$ cat config.mk
export PLATFORM = sky130hd
export DESIGN_NAME = fifo_share_ctrl_flat
export DESIGN_NICKNAME = d
export VERILOG_FILES = /design/src/rtl/fifo_share_ctrl_if.sv /design/src/rtl/fifo_share_ctrl.sv /design/src/flat_wrapper.sv
export SDC_FILE = /design/constraint.sdc
export NUM_CORES = 1
export LEC_CHECK = 0
export ABC_AREA = 1
export CAP_MARGIN = 10
export CELL_PAD_IN_SITES_DETAIL_PLACEMENT = 0
export CELL_PAD_IN_SITES_GLOBAL_PLACEMENT = 2
export CORE_MARGIN = 8
export CORE_UTILIZATION = 19
export CTS_CLUSTER_DIAMETER = 80
export CTS_CLUSTER_SIZE = 10
export DETAILED_ROUTE_END_ITERATION = 10
export PLACE_DENSITY = 0.81
export SLEW_MARGIN = 5
export SYNTH_ARGS = -nofsm -noshare
export SYNTH_HDL_FRONTEND = slang
export SYNTH_SLANG_ARGS = --single-unit
$ cat constraint.sdc
create_clock -name clk -period 3.03 [get_ports clk]
set_input_delay 0.606 -clock clk [delete_from_list [all_inputs] [get_ports clk]]
set_output_delay 0.606 -clock clk [all_outputs]
set_load 0.01 [all_outputs]
$ cat src/rtl/fifo_share_ctrl_if.sv
// Producer request/grant and consumer stream signals of fifo_share_ctrl.
// The slave side is the controller. The master side is the producers and the sink.
interface fifo_share_ctrl_if #(
   parameter int N_REQ = 4,
   parameter int WIDTH = 32
);
   localparam int IDW = $clog2(N_REQ);

   logic [N_REQ-1:0]       req;
   logic [N_REQ*WIDTH-1:0] req_data;
   logic [N_REQ-1:0]       gnt;
   logic                   out_valid;
   logic [WIDTH-1:0]       out_data;
   logic [IDW-1:0]         out_src;
   logic                   out_ready;

   modport slave (
      input  req, req_data, out_ready,
      output gnt, out_valid, out_data, out_src
   );

   modport master (
      output req, req_data, out_ready,
      input  gnt, out_valid, out_data, out_src
   );
endinterface

$ cat src/rtl/fifo_share_ctrl.sv
// fifo_share_ctrl: round-robin write arbiter and read sequencer for a shared
// synchronous FIFO. The FIFO has one-cycle registered read data. Each entry is
// tagged with its source index, and the FIFO drains into a 2-entry output buffer.
module fifo_share_ctrl #(
   parameter  int N_REQ = 4,
   parameter  int WIDTH = 32,
   parameter  int DEPTH = 8,
   localparam int IDW   = $clog2(N_REQ),
   localparam int LW    = $clog2(DEPTH + 1)
) (
   input  logic                 clk,
   input  logic                 rst_n,
   fifo_share_ctrl_if.slave     bus,
   output logic                 fifo_wen,
   output logic [IDW+WIDTH-1:0] fifo_wdata,
   output logic                 fifo_ren,
   input  logic [IDW+WIDTH-1:0] fifo_rdata,
   output logic [LW-1:0]        level
);
   localparam int             EW       = IDW + WIDTH;
   localparam logic [LW-1:0]  DEPTH_L  = LW'(DEPTH);
   localparam logic [IDW:0]   NREQ_W   = (IDW + 1)'(N_REQ);
   localparam logic [IDW-1:0] LAST_IDX = IDW'(N_REQ - 1);

   // State
   logic [LW-1:0]  level_reg, level_next;
   logic [IDW-1:0] rr_ptr_reg, rr_ptr_next;
   logic           inflight_reg;
   logic [1:0]     ob_cnt_reg, ob_cnt_next;
   logic [EW-1:0]  head_reg, head_next;
   logic [EW-1:0]  tail_reg, tail_next;

   // Arbitration and sequencing signals
   logic [WIDTH-1:0] req_word [N_REQ];
   logic [IDW:0]     cand;
   logic             gnt_any;
   logic [IDW-1:0]   gnt_idx;
   logic [N_REQ-1:0] gnt_vec;
   logic             out_valid_int;
   logic             pop;
   logic [2:0]       occ;

   genvar gi;
   generate
      for (gi = 0; gi < N_REQ; gi++) begin : g_slice
         assign req_word[gi] = bus.req_data[gi*WIDTH +: WIDTH];
      end
   endgenerate

   // Pick the first requester at or after rr_ptr, but only while the FIFO has room.
   // rst_n is included so that no grant leaks out during reset.
   always_comb begin
      gnt_any = 1'b0;
      gnt_idx = '0;
      cand    = '0;
      if (rst_n && (level_reg < DEPTH_L)) begin
         for (int j = 0; j < N_REQ; j++) begin
            cand = {1'b0, rr_ptr_reg} + (IDW + 1)'(j);
            if (cand >= NREQ_W) cand = cand - NREQ_W;
            if (!gnt_any && bus.req[cand[IDW-1:0]]) begin
               gnt_any = 1'b1;
               gnt_idx = cand[IDW-1:0];
            end
         end
      end
   end

   // Expand the winning index into the one-hot grant vector.
   always_comb begin
      gnt_vec          = '0;
      gnt_vec[gnt_idx] = gnt_any;
   end

   assign bus.gnt    = gnt_vec;
   assign fifo_wen   = gnt_any;
   assign fifo_wdata = {gnt_idx, req_word[gnt_idx]};

   // Issue a read only if the returning word is guaranteed a buffer slot.
   assign out_valid_int = (ob_cnt_reg != 2'd0);
   assign pop           = out_valid_int & bus.out_ready;
   assign occ           = {1'b0, ob_cnt_reg} + {2'b00, inflight_reg} - {2'b00, pop};
   assign fifo_ren      = (level_reg != '0) & (occ < 3'd2);

   assign level_next  = level_reg + LW'(fifo_wen) - LW'(fifo_ren);
   assign rr_ptr_next = !gnt_any ? rr_ptr_reg :
                        (gnt_idx == LAST_IDX) ? '0 : gnt_idx + IDW'(1);

   // Output buffer update: shift on pop, then land returning FIFO data in the first free slot.
   always_comb begin
      head_next   = head_reg;
      tail_next   = tail_reg;
      ob_cnt_next = ob_cnt_reg + {1'b0, inflight_reg} - {1'b0, pop};
      if (pop) head_next = tail_reg;
      if (inflight_reg) begin
         if ((ob_cnt_reg == 2'd0) || ((ob_cnt_reg == 2'd1) && pop))
            head_next = fifo_rdata;
         else
            tail_next = fifo_rdata;
      end
   end

   // State registers. Reset discards everything, including a read in flight.
   always_ff @(posedge clk or negedge rst_n) begin
      if (!rst_n) begin
         level_reg    <= '0;
         rr_ptr_reg   <= '0;
         inflight_reg <= 1'b0;
         ob_cnt_reg   <= 2'd0;
         head_reg     <= '0;
         tail_reg     <= '0;
      end else begin
         level_reg    <= level_next;
         rr_ptr_reg   <= rr_ptr_next;
         inflight_reg <= fifo_ren;
         ob_cnt_reg   <= ob_cnt_next;
         head_reg     <= head_next;
         tail_reg     <= tail_next;
      end
   end

   assign bus.out_valid = out_valid_int;
   assign bus.out_data  = head_reg[WIDTH-1:0];
   assign bus.out_src   = head_reg[EW-1:WIDTH];
   assign level         = level_reg;
endmodule
$ cat src/flat_wrapper.sv
// flat-port wrapper written by rule: the top's interface ports become plain ports
module fifo_share_ctrl_flat 
#(
   parameter  int N_REQ = 4,
   parameter  int WIDTH = 32,
   parameter  int DEPTH = 8,
   localparam int IDW   = $clog2(N_REQ),
   localparam int LW    = $clog2(DEPTH + 1)
)
  (clk, rst_n, fifo_wen, fifo_wdata, fifo_ren, fifo_rdata, level, bus_req, bus_req_data, bus_out_ready, bus_gnt, bus_out_valid, bus_out_data, bus_out_src);
  fifo_share_ctrl_if #(.N_REQ(N_REQ), .WIDTH(WIDTH)) bus_i ();
  input  logic clk;
  input  logic rst_n;
  output logic fifo_wen;
  output logic [IDW+WIDTH-1:0] fifo_wdata;
  output logic fifo_ren;
  input  logic [IDW+WIDTH-1:0] fifo_rdata;
  output logic [LW-1:0] level;
  input wire logic [$bits(bus_i.req)-1:0] bus_req;
  input wire logic [$bits(bus_i.req_data)-1:0] bus_req_data;
  input wire logic [$bits(bus_i.out_ready)-1:0] bus_out_ready;
  output wire logic [$bits(bus_i.gnt)-1:0] bus_gnt;
  output wire logic [$bits(bus_i.out_valid)-1:0] bus_out_valid;
  output wire logic [$bits(bus_i.out_data)-1:0] bus_out_data;
  output wire logic [$bits(bus_i.out_src)-1:0] bus_out_src;
  assign bus_i.req = bus_req;
  assign bus_i.req_data = bus_req_data;
  assign bus_i.out_ready = bus_out_ready;
  assign bus_gnt = bus_i.gnt;
  assign bus_out_valid = bus_i.out_valid;
  assign bus_out_data = bus_i.out_data;
  assign bus_out_src = bus_i.out_src;
  fifo_share_ctrl #(.N_REQ(N_REQ), .WIDTH(WIDTH), .DEPTH(DEPTH)) u_core (.clk(clk), .rst_n(rst_n), .bus(bus_i), .fifo_wen(fifo_wen), .fifo_wdata(fifo_wdata), .fifo_ren(fifo_ren), .fifo_rdata(fifo_rdata), .level(level));
endmodule
==> Word-level counts from Yosys, hierarchy flattened <==
Cells that the tools add are included.
{ "word_totals": {"reg_bits": 77, "latch_bits": 0, "ramBits": 0, "mem_bits_ro": 0, "inputBits": 169, "out_inout_bits": 79, "wordCells": 92, "n_memories": 0} }
{ "op_classes": {"add_sub_neg": 14, "n_mul": 0, "n_div": 0, "magnitude_cmp": 13, "eq_ne": 2, "shift": 0, "mux": 38, "bitwise": 5, "reduce_logical": 14} }
{ "ops": {"columns": ["operator", "n"], "rows": [
  ["$mux W34", 3],
  ["$bmux W32 S2", 1],
  ["$mux W32", 2],
  ["$mux W2", 14],
  ["$lt A2 B3 Y1 const B", 5],
  ["$mux W1", 13],
  ["$ge A3 B3 Y1 const B", 4],
  ["$bmux W1 S2", 4],
  ["$sub A2 B1 Y2 const B", 4],
  ["$add A2 B2 Y3 const B", 2],
  ["$logic_and A1 B1 Y1", 6],
  ["$add A4 B1 Y4", 1],
  ["$and A4 B4 Y4", 1],
  ["$lt A4 B4 Y1 const B", 1],
  ["$reduce_bool A4 Y1", 1],
  ["$sub A4 B1 Y4", 1],
  ["$add A2 B1 Y3", 1],
  ["$add A2 B1 Y3 const B", 1],
  ["$ge A2 B3 Y1 const B", 1],
  ["$logic_not A1 Y1", 3],
  ["$lt A3 B2 Y1 const B", 1],
  ["$not A2 Y3", 1],
  ["$sub A3 B1 Y3", 1],
  ["$add A2 B1 Y2", 1],
  ["12 further kinds", 13]
]} }

==> Logic depth before layout (Yosys ltp) <==
{ "logic_depth": {"ltp_word": 24, "ltp_mapped": 18, "mapped_depth_nobuf": 17} }

==> Worst setup path before layout <==
Ideal clock, no wire load.
{ "synth_path": {"kind": "input-to-reg", "from": "input port bus_out_ready", "to": "register u_core.level_reg[1], in the netlist u_core.level[1]", "arrival_time_ns": 3.443, "t_required_ns": 2.894, "setup_slack_ns": -0.548, "path_stages": 15, "path_buffers": 2, "path_cell_list": "buf_2 -> nand2_1 -> clkbuf_1 -> xor2_1 -> ha_1 -> inv_1 -> fa_1 -> inv_1 -> a21oi_1 -> o21ai_0 -> a21oi_1 -> ha_1 -> inv_1 -> ha_1 -> fa_1"} }
{ "synth_between": {"elab_chain_len": 5} }
{ "synth_rtl": {"columns": ["element", "line", "rtl"], "rows": [
  ["start: declaration", "flat_wrapper.sv:21", "input wire logic [$bits(bus_i.out_ready)-1:0] bus_out_ready;"],
  ["$and A1 B1 Y1", "fifo_share_ctrl.sv:80", "assign pop = out_valid_int & bus.out_ready;"],
  ["$sub A3 B1 Y3", "fifo_share_ctrl.sv:81", "assign occ = {1'b0, ob_cnt_reg} + {2'b00, inflight_reg} - {2'b00, pop};"],
  ["$lt A3 B2 Y1", "fifo_share_ctrl.sv:82", "assign fifo_ren = (level_reg != '0) & (occ < 3'd2);"],
  ["$and A1 B1 Y1", "fifo_share_ctrl.sv:82", null],
  ["net fifo_ren", "flat_wrapper.sv:16", "output logic fifo_ren;"],
  ["$sub A4 B1 Y4", "fifo_share_ctrl.sv:84", "assign level_next = level_reg + LW'(fifo_wen) - LW'(fifo_ren);"],
  ["net u_core.level_next[1]", "fifo_share_ctrl.sv:26", "logic [LW-1:0] level_reg, level_next;"],
  ["end signal: assignment", "fifo_share_ctrl.sv:112", "level_reg <= level_next;"],
  ["end: declaration", "fifo_share_ctrl.sv:26", null]
]} }
The timed path passes the listed nets, and every way through them passes these cells.
A chain may end at the register's enable or synchronous reset.

==> Worst setup path in the final report <==
{ "layout_path": {"from": "register u_core.rr_ptr_reg[0]", "to": "output port fifo_wdata[12]"} }
{ "layout_between": {"elab_chain_len": 23, "word_cells_on_any_way": 48} }
{ "layout_rtl": {"columns": ["element", "line", "rtl"], "rows": [
  ["start: declaration", "fifo_share_ctrl.sv:27", "logic [IDW-1:0] rr_ptr_reg, rr_ptr_next;"],
  ["start signal: assignment", "fifo_share_ctrl.sv:113", "rr_ptr_reg <= rr_ptr_next;"],
  ["$ge A2 B3 Y1 / $sub A2 B1 Y2 (equally long branches)", "fifo_share_ctrl.sv:59", "if (cand >= NREQ_W) cand = cand - NREQ_W;"],
  ["$mux W2", "fifo_share_ctrl.sv:59", null],
  ["$mux W2", "fifo_share_ctrl.sv:56", "if (rst_n && (level_reg < DEPTH_L)) begin"],
  ["$bmux W1 S2", "fifo_share_ctrl.sv:60", "if (!gnt_any && bus.req[cand[IDW-1:0]]) begin"],
  ["$mux W1 (implied by the code)", "fifo_share_ctrl.sv:60", null],
  ["$mux W1", "fifo_share_ctrl.sv:60", null],
  ["$mux W1", "fifo_share_ctrl.sv:56", null],
  ["$logic_not A1 Y1", "fifo_share_ctrl.sv:60", null],
  ["(+6 left out)", null, null],
  ["$mux W1", "fifo_share_ctrl.sv:56", null],
  ["$logic_not A1 Y1", "fifo_share_ctrl.sv:60", null],
  ["$logic_and A1 B1 Y1", "fifo_share_ctrl.sv:60", null],
  ["$mux W2 *", "fifo_share_ctrl.sv:60", null],
  ["$mux W2 *", "fifo_share_ctrl.sv:56", null],
  ["$not A2 Y3 (implied by the code) *", "fifo_share_ctrl.sv:76", "assign fifo_wdata = {gnt_idx, req_word[gnt_idx]};"],
  ["$bmux W32 S2 *", "fifo_share_ctrl.sv:76", null],
  ["$mux W32 (implied by the code) * (2 in series)", "fifo_share_ctrl.sv:76", null],
  ["end: declaration", "flat_wrapper.sv:15", "output logic [IDW+WIDTH-1:0] fifo_wdata;"]
]} }
Mark *: on every way between the ends. The rest lies on a longest branch, timed or not. The select of a mux whose other input is x is not followed.

==> flow_summary.toml <==
[status]
status = "finished, final reports clean"

[sta]
finClkSkew_ns = 0.00917
setup_violations = 0
slew_viol_final = 0
fmax_mhz = 336
period_share = 0.983
finalHoldViolations = 0
min_period_ns = 2.98
fin_ws_ns = 0.0516
worst_pin_slew_ns = 0.997
slew_headroom = 0.336
rsz0062_at_grt = "yes"

[synthesis]
syn_area_per_cell_um2 = 6.98
syn_area_um2 = 5370
ys_types = 26
ys_seq_area_frac = 0.359
synth_warnings = 0
syn_nets = 950
synth_top_area_frac = 0.359
synthTopCellsByArea = "dfrtp_1, nand3_1, nand2_1, inv_1, mux2_2"
yosys.area.top_type = "dfrtp_1"
syn_inst = 769
ys_ff_latch = 77

[global_routing]
track_usage = 0.121
grt_pass1_wl_um = 32800
grt_overflow = 0
grt_pass1_vias = 5917
antenna_found_initial = 1
grt_max_degree = 78

[clock_tree]
cts.sinks = 77
clkLatencyLatePin_ns = 0.33
path_clk_slew_ns = 0.06
clock_path_buffers = 2
cts_max_level = 3
cts_root_buffer = "clkbuf_16"
cts_tree = "done"
numCtsBuffers = 9

[critical_path]
worst-setup-path-type = "flip-flop to primary output"
r2r_slack_ns = 0.08
crit_fanout = 8
slowest_stage = "dfrtp_2"
reg2reg_depth = 17
required_ns = 2.42
r2r_end = "u_core.level[2]"
critical_path.max_stage_delay_ns = 0.46
crit_chain = "buf_6, nand2_1, nand2_2, nand2_2, nand2_2, nor2_4, nand3_2, nand2_4, inv_6, nand2_8, buf_12, bufbuf_16, nand2_1, nand3_1, nand2_1, buf_2"
arrival_ns = 2.37
r2r_start = "u_core.ob_cnt_reg[1]"
start_kind = "flip-flop"
endpoint_kind = "primary output"

[min_path]
hp-start = "u_core.tail_reg[23]"
min_to = "u_core.tail_reg[23]"
hold_path.class = "flip-flop to flip-flop"
min_path_cells = 1

[floorplanning]
boundaryPins = 248
fp.dieH_um = 184
rows = 61
core_area_um2 = 27800
initial_utilization = 0.193
dieArea_um2 = 33900
die_width_um = 184

[placement]
finalWeightedCongestion = 0.780
dpl_worst_slack_ns = -0.726
dp_cells = 1385
io_buffers = 247
dp.final_hpwl_um = 15400

[routing]
wl_met2_um = 10100
vias = 5766
routed.top_layer = "met4"
drtIter0Drc = 308
wl_met3_um = 1540
ant_nets = 0
wirelength_um = 21300
drt-met1-wl_um = 9160
wl_per_cell_um = 15.0
drc_errors = 0
routed_via_density = 4.07
dr.pass1.iters = 6

[finish]
drive_gt1_frac = 0.185
fin_nets = 1216
stdcell_count = 1418
syn_to_final_growth_pct = 69.5

[pwr]
p_per_area_nw_per_um2 = 937
leakage_nw = 4.53
ir_drop_mv = 0.398
p_total_mw = 8.52

[flow_run]
drv_cap = 0
placed cells by master (no fill, tap or decap), types with 2 or more instances in the layout:
master,synthesis,routed
o21ai_0,4,2
a21oi_1,3,2
nand2_4,2,4
a31oi_1,34,34
clkdlybuf4s50_1,0,202
nand3_2,1,7
inv_2,4,10
buf_4,2,41
inv_1,151,142
inv_4,1,2
nor2_4,1,2
dfrtp_2,0,2
nand3_1,171,165
bufinv_16,0,2
o21ai_1,0,2
clkbuf_2,0,13
dfrtp_1,77,75
buf_6,8,5
nor2_1,45,43
buf_8,0,3
nand2_2,3,18
dlygate4sd2_1,0,14
ha_1,10,8
clkinv_4,0,2
bufbuf_16,0,3
mux2_2,34,34
buf_12,0,12
nand2_8,0,2
clkbuf_1,15,2
buf_2,23,8
clkbuf_16,0,10
nand2_1,172,153
per-stage QoR:
| stage | cell area (um2) | utilization | TNS (ns) | hold WS, ns |
|---|---|---|---|---|
| after floorplan | 5420 | - | -0.286 | 0.310 |
| after detailed placement | 8500 | 0.306 | -20.33 | 0.493 |
| after global routing | 9100 | 0.327 | -1.25 | 0.516 |
| after global placement | 8500 | 0.306 | -20.72 | 0.486 |
| after CTS | 9050 | 0.326 | -0.106 | 0.505 |
| final | 9100 | 0.327 | 0 | 0.503 |
cell families (layout without fill, tap and decap cells):
logic type | after synthesis | count (layout) | synth area share
other | 0 | 1 | 0
XOR/XNOR | 3 | 3 | 0.00490
AO/OA/AOI/OAI | 41 | 41 | 0.0462
multiplexers | 34 | 34 | 0.0713
flip-flops | 77 | 77 | 0.359
adder cells (fa/ha/maj) | 12 | 12 | 0.0308
buffers and inverters | 205 | 475 | 0.162
AND/OR/NAND/NOR | 397 | 397 | 0.326
report_power, final:
part	internal (mW)	switching, mW	leakage (nW)
clock network	0.718	0.412	0.150
registers	1.58	0.307	0.916
logic	2.69	2.82	3.46
cell usage after synthesis:
cell,number
nand2_4,2
buf_4,2
nand2_1,172
inv_4,1
mux2_2,34
buf_6,8
clkbuf_1,15
or2_2,1
nand3_1,171
nor3_2,1
dfrtp_1,77
xnor2_1,1
inv_2,4
xor2_1,2
ha_1,10
nor2_4,1
fa_1,2
a31oi_1,34
buf_2,23
nor2_1,45
buf_1,1
nand3_2,1
nand2_2,3
inv_1,151
o21ai_0,4
a21oi_1,3
repair_timing:
action | 4_1_cts | 5_1_grt
pin swaps | 5 | 11
endpoints found under the setup margin | 43 | 42
buffers inserted | 4 | 10
cloned | 4 | 1
resized for setup | 122 | 65
hold buffers | 0 | 0
critical path, delay by kind of cell (launching register included):
kind / cells / cell delay [ns]
simple gates: 11 / 0.82
buf+inv: 5 / 0.74
flops: 1 / 0.46
cell type report:
type                    count  area, um2
multi-input cells         487       2730
clock buffers              11        233
inverters                 156        601
repair buffers            304       3060
fillers                  3034      18700
well taps                 378        473
clock inverters             4       73.8
diodes                      1       2.50
flip-flops and latches     77       1930
how the worst max path moves through the flow:
stage                                    start               to  slack (ns)  cells past startpoint
final                     u_core.rr_ptr_reg[0]   fifo_wdata[12]        0.05                     16
after global routing      u_core.rr_ptr_reg[0]       bus_gnt[0]       -0.11                     15
after CTS                 u_core.rr_ptr_reg[0]   fifo_wdata[12]       -0.06                     16
after detailed placement         bus_out_ready         fifo_ren       -0.73                     11
after global placement           bus_out_ready         fifo_ren       -0.74                     11
after floorplan                  bus_out_ready  u_core.level[1]       -0.17                     15
routing by layer:
| layer | vias up | global-route usage |
|---|---|---|
| met5 | - | 0 |
| li1 | 2948 | - |
| met2 | 168 | 0.200 |
| met3 | 25 | 0.0358 |
| met1 | 2625 | 0.150 |
| met4 | 0 | 0.0355 |
No activity file was read; power rests on OpenSTA's default activity.
